File: config.mk
export PLATFORM = sky130hd
export DESIGN_NAME = bus_keeper_mux_flat
export DESIGN_NICKNAME = d
export VERILOG_FILES = /design/src/rtl/bus_keeper_mux_if.sv /design/src/rtl/bus_keeper_mux.sv /design/src/flat_wrapper.sv
export SDC_FILE = /design/constraint.sdc
export NUM_CORES = 1
export LEC_CHECK = 0
export BUFFER_PORTS_ARGS = -buffer_cell sky130_fd_sc_hd__buf_2
export CELL_PAD_IN_SITES_DETAIL_PLACEMENT = 0
export CELL_PAD_IN_SITES_GLOBAL_PLACEMENT = 1
export CORE_AREA = 10 10 360 362
export DETAILED_ROUTE_END_ITERATION = 12
export DIE_AREA = 0 0 370 372
export HOLD_SLACK_MARGIN = 0.03
export PLACE_DENSITY_LB_ADDON = 0.1
export SLEW_MARGIN = 20
export SYNTH_ARGS = -nofsm -noshare
export SYNTH_HDL_FRONTEND = slang
export SYNTH_SLANG_ARGS = --single-unit
File: constraint.sdc
create_clock -name clock -period 3.15 [get_ports clock]
set_input_delay 0.4725 -clock clock [delete_from_list [all_inputs] [get_ports clock]]
set_output_delay 0.4725 -clock clock [all_outputs]
set_load 0.02 [all_outputs]
File: src/rtl/bus_keeper_mux_if.sv
// Bus-side bundle for bus_keeper_mux: source data/enables in, resolved bus and contention status out.
// The master modport belongs to the source side and the slave modport to the mux itself.
interface bus_keeper_mux_if #(
  parameter int WIDTH = 32,
  parameter int NSRC  = 26,
  parameter int CNT_W = 8
);
  localparam int IDX_W = (NSRC > 1) ? $clog2(NSRC) : 1;

  logic [NSRC*WIDTH-1:0] src_data;
  logic [NSRC-1:0]       src_out;
  logic                  err_clr;
  logic [WIDTH-1:0]      BusMuxOut;
  logic                  bus_driven;
  logic [IDX_W-1:0]      winner_idx;
  logic                  contention_flag;
  logic [CNT_W-1:0]      contention_cnt;
  logic [NSRC-1:0]       contention_mask;

  modport master (
    output src_data, src_out, err_clr,
    input  BusMuxOut, bus_driven, winner_idx,
    input  contention_flag, contention_cnt, contention_mask
  );

  modport slave (
    input  src_data, src_out, err_clr,
    output BusMuxOut, bus_driven, winner_idx,
    output contention_flag, contention_cnt, contention_mask
  );
endinterface

File: src/rtl/bus_keeper_mux.sv
// Priority bus mux with keeper and sticky contention capture; no backpressure, sources are never stalled.
// Latency 0 cycles (REG_OUT=0) or 1 cycle (REG_OUT=1); contention status is always registered.
module bus_keeper_mux #(
  parameter int WIDTH   = 32,
  parameter int NSRC    = 26,
  parameter int REG_OUT = 0,
  parameter int CNT_W   = 8
) (
  input  logic             clock,
  input  logic             clear,
  bus_keeper_mux_if.slave  bus
);
  localparam int IDX_W = (NSRC > 1) ? $clog2(NSRC) : 1;
  localparam logic [CNT_W-1:0] CNT_MAX = '1;

  logic [WIDTH-1:0]  sel_dat;
  logic [IDX_W-1:0]  sel_idx;
  logic              any_vld;
  logic              multi;
  logic [WIDTH-1:0]  keep;
  logic [IDX_W-1:0]  last_idx;
  logic [WIDTH-1:0]  bus_dat;
  logic [IDX_W-1:0]  bus_idx;
  logic              flag;
  logic [CNT_W-1:0]  cnt;
  logic [NSRC-1:0]   mask;

  // Ascending scan so the highest enabled index is the last to assign.
  always_comb begin
    sel_dat = '0;
    sel_idx = '0;
    for (int i = 0; i < NSRC; i++) begin
      if (bus.src_out[i]) begin
        sel_dat = bus.src_data[i*WIDTH +: WIDTH];
        sel_idx = IDX_W'(i);
      end
    end
  end

  assign any_vld = |bus.src_out;
  // Clearing the lowest set bit leaves something only if two or more were set.
  assign multi   = |(bus.src_out & (bus.src_out - NSRC'(1)));

  assign bus_dat = any_vld ? sel_dat : keep;
  assign bus_idx = any_vld ? sel_idx : last_idx;

  always_ff @(posedge clock) begin
    if (!clear) begin
      keep     <= '0;
      last_idx <= '0;
    end else if (any_vld) begin
      keep     <= sel_dat;
      last_idx <= sel_idx;
    end
  end

  always_ff @(posedge clock) begin
    if (!clear) begin
      flag <= 1'b0;
      cnt  <= '0;
      mask <= '0;
    end else if (bus.err_clr) begin
      flag <= 1'b0;
      cnt  <= '0;
      mask <= '0;
    end else if (multi) begin
      flag <= 1'b1;
      if (!flag) begin
        mask <= bus.src_out;
      end
      if (cnt != CNT_MAX) begin
        cnt <= cnt + CNT_W'(1);
      end
    end
  end

  assign bus.contention_flag = flag;
  assign bus.contention_cnt  = cnt;
  assign bus.contention_mask = mask;

  generate
    if (REG_OUT != 0) begin : g_reg_out
      logic [WIDTH-1:0] out_dat;
      logic             out_vld;
      logic [IDX_W-1:0] out_idx;

      always_ff @(posedge clock) begin
        if (!clear) begin
          out_dat <= '0;
          out_vld <= 1'b0;
          out_idx <= '0;
        end else begin
          out_dat <= bus_dat;
          out_vld <= any_vld;
          out_idx <= bus_idx;
        end
      end

      assign bus.BusMuxOut  = out_dat;
      assign bus.bus_driven = out_vld;
      assign bus.winner_idx = out_idx;
    end else begin : g_comb_out
      assign bus.BusMuxOut  = bus_dat;
      assign bus.bus_driven = any_vld;
      assign bus.winner_idx = bus_idx;
    end
  endgenerate
endmodule
File: src/flat_wrapper.sv
// flat-port wrapper written by rule: the top's interface ports become plain ports
module bus_keeper_mux_flat 
#(
  parameter int WIDTH   = 32,
  parameter int NSRC    = 26,
  parameter int REG_OUT = 0,
  parameter int CNT_W   = 8
)
  (clock, clear, bus_src_data, bus_src_out, bus_err_clr, bus_BusMuxOut, bus_bus_driven, bus_winner_idx, bus_contention_flag, bus_contention_cnt, bus_contention_mask);
  bus_keeper_mux_if #(.WIDTH(WIDTH), .NSRC(NSRC), .CNT_W(CNT_W)) bus_i ();
  input  logic clock;
  input  logic clear;
  input wire logic [$bits(bus_i.src_data)-1:0] bus_src_data;
  input wire logic [$bits(bus_i.src_out)-1:0] bus_src_out;
  input wire logic [$bits(bus_i.err_clr)-1:0] bus_err_clr;
  output wire logic [$bits(bus_i.BusMuxOut)-1:0] bus_BusMuxOut;
  output wire logic [$bits(bus_i.bus_driven)-1:0] bus_bus_driven;
  output wire logic [$bits(bus_i.winner_idx)-1:0] bus_winner_idx;
  output wire logic [$bits(bus_i.contention_flag)-1:0] bus_contention_flag;
  output wire logic [$bits(bus_i.contention_cnt)-1:0] bus_contention_cnt;
  output wire logic [$bits(bus_i.contention_mask)-1:0] bus_contention_mask;
  assign bus_i.src_data = bus_src_data;
  assign bus_i.src_out = bus_src_out;
  assign bus_i.err_clr = bus_err_clr;
  assign bus_BusMuxOut = bus_i.BusMuxOut;
  assign bus_bus_driven = bus_i.bus_driven;
  assign bus_winner_idx = bus_i.winner_idx;
  assign bus_contention_flag = bus_i.contention_flag;
  assign bus_contention_cnt = bus_i.contention_cnt;
  assign bus_contention_mask = bus_i.contention_mask;
  bus_keeper_mux #(.WIDTH(WIDTH), .NSRC(NSRC), .REG_OUT(REG_OUT), .CNT_W(CNT_W)) u_core (.clock(clock), .clear(clear), .bus(bus_i));
endmodule
==> flow_metrics.tcl <==
set metrics [dict create \
    drive_above_1_share_pct 60.7 \
    cts_buffers 9 \
    synth_top_cell_area_share_pct 13.8 \
    status "finished with violations" \
    grt_first_pass_wirelength_um 169000 \
    violations "negative setup slack" \
    first_pass_iters 8 \
    rsz0062_at_grt "true" \
    clk_latency_ps 380 \
    fin_skew_ps 5.17 \
    viasPerCell 4.28 \
    tightestPinTransition_ps 750 \
    fin_crit_sh_pct 101 \
    dieArea_um2 138000 \
    synth_cells 1516 \
    cp-end-kind "output pin" \
    power_density_nw_per_um2 225 \
    yosysSeqAreaShare_pct 13.8 \
    avgSynthCellArea_um2 6.91 \
    grt_max_degree 55 \
    crit_type "in -> out" \
    path_clk_slew_ps 70 \
    setup_ws_ps -31.0 \
    grt_usage_pct 17.5 \
    fill_cells 14100 \
    synth_area_um2 10500 \
    holdCritPathClass "in -> reg" \
    p_leak_nw 9.97 \
    timing.fmax_mhz 314 \
    arrival_ps 2710 \
    coreArea_um2 123000 \
    vdd_drop_max_mv 0.245 \
    synth_edf_count 0 \
    setup_viol 3 \
    place.gp.congestion 0.843 \
    grt_pass1_vias 19800 \
    cts_root_buf "clkbuf_16" \
    cts.sinks 72 \
    antenna_found_initial 74 \
    relSlewSlack_pct 50.0 \
    fp.dieW_um 370 \
    cts.htree.levels 3 \
    cap_violations 0 \
    synth.top_cells.by_count "a21oi_1 (205), inv_1 (167), clkbuf_1 (166)" \
    cts_buffer_depth 2 \
    yosysTopAreaCell "dfxtp_1" \
    drv_slew 0 \
    cts_tree "done" \
    worst_setup_path_start_kind "primary input" \
    path_max_fanout 37 \
    ys_warn_count 0 \
    yosysMostFrequentCell "a21oi_1" \
    async_flop_share_pct 0 \
    yosysUniqueCellTypes 56 \
    finalHoldWorstSlack_ps 416 \
    fin_util_pct 18.9 \
    drc 0 \
    crit_required_ps 2680 \
    routedWlPerCell_um 30.5 \
    ios 934 \
    hpwl_um 108000 \
    first_iter_violations 1161 \
    ys_ff_latch 72 \
    ys.flop_type "dfxtp_1" \
    totalWireLength_um 133000 \
    rows 129 \
    synthToLayoutAreaGrowth_pct 121 \
    ctsHoldBuffers 0 \
    post-route-min-period_ps 3180 \
    start_util_pct 8.54 \
    synthTopCellsByArea "dfxtp_1 (14%), a221oi_1 (14%), a21oi_1 (9.8%)" \
    die_height_um 372 \
    via_count 18600 \
    numPortBuffers 933 \
    pre_cts_ws_ps -696 \
    grt-ovfl-total 0 \
    fin_nets 3553 \
    antenna_left 0 \
    syn-num-nets 2378 \
    hold_viol_final 0 \
]
==> worst paths after layout <==
path | from | endpoint | slack, ps | cells after the start
worst max-delay path | bus_src_out[6] | bus_BusMuxOut[3] | -30 | 11
worst min-delay path | bus_err_clr | u_core.bus.contention_mask[20] | 420 | 4
worst max register to register | u_core.keep[16] | u_core.keep[16] | 1390 | 11
worst min register to register | u_core.bus.contention_mask[15] | u_core.bus.contention_mask[15] | 450 | 2
==> metrics by stage <==
stage | total power [mW] | cells | cell area, um2 | setup TNS [ps]
floorplan | 1.88 | 1516 | 10500 | 0
global placement | 3.57 | 4237 | 19600 | -21490
detailed placement | 3.58 | 4237 | 19600 | -23950
CTS | 5.08 | 4323 | 21600 | -4370
global route | 5.49 | 4344 | 23100 | -860
finish | 5.20 | 4353 | 23200 | -37.3
==> what timing repair did <==
item,CTS,global route
gates resized for setup,232,240
pin swaps,39,77
setup endpoints to repair,34,73
endpoints found under the hold margin,0,0
buffers inserted,62,13
cloned,8,9
==> flip-flops by register name (all words and copies together), names as in the netlist <==
name                        count
u_core.bus.contention_flag      1
u_core.last_idx                 5
u_core.keep                    32
u_core.bus.contention_cnt       8
u_core.bus.contention_mask     26
==> metal layers <==
layer	routed length (um)	part of all wire, %	GRT usage, %
met5	306	0.23	0
met4	1850	1.4	1.99
met3	7420	5.6	3.99
met2	68700	52	32.9
met1	54400	41	20.5
==> power by group <==
part | leakage (nW) | switching (mW) | internal [mW]
combinational | 9.23 | 1.69 | 1.37
clock | 0.147 | 0.522 | 0.640
sequential | 0.593 | 0.0214 | 0.961
total | 9.97 | 2.23 | 2.97
==> placed cells by master, fill, tap and decap left out, types with 10 or more instances in the layout <==
cell,netlist,routed
nand2b_1,37,37
a211o_1,31,18
inv_1,167,166
buf_6,2,43
o311ai_2,0,36
nor2_1,48,42
or3_1,11,10
o311ai_4,0,31
a221o_1,96,94
nor2b_1,68,57
buf_4,3,356
nand3_1,36,35
o21ai_0,49,45
a21oi_2,0,58
a2111oi_0,34,26
nand2_1,26,26
a22oi_2,0,17
buf_12,0,46
a221oi_1,162,102
nor2b_4,0,10
a21oi_1,205,141
a22oi_1,31,14
a221oi_4,0,18
nand3b_1,32,32
clkbuf_16,0,15
a211oi_1,34,29
a211o_4,0,12
o21ai_1,20,24
diode_2,0,20
buf_2,9,889
dfxtp_1,72,72
o311ai_1,30,26
a221oi_2,0,42
==> cell type report <==
class,instances,area (um2),area share (%)
multi-input cells,1095,9870,42.6
repair buffers,1345,8810,38.1
well taps,1637,2050,8.85
flip-flops and latches,72,1440,6.22
inverters,168,631,2.72
clock buffers,12,246,1.06
clock inverters,4,52.6,0.227
diodes,20,50.0,0.216
==> cell families after synthesis <==
| kind of cell | Yosys count | synth area share [%] |
|---|---|---|
| compound gates | 783 | 55.9 |
| buf+inv | 355 | 13.1 |
| simple gates | 304 | 17.1 |
| flops | 72 | 13.8 |
| fa+ha+maj | 2 | 0.215 |
==> worst max-delay path, stage by stage <==
cell	delay, ps
buf_2	130
buf_12	160
buf_4	200
a221o_1	290
o311ai_4	270
o311ai_4	190
buf_4	170
a211o_1	310
a21oi_2	240
a21oi_2	70
buf_6	140
(Power assumes the default switching activity.)
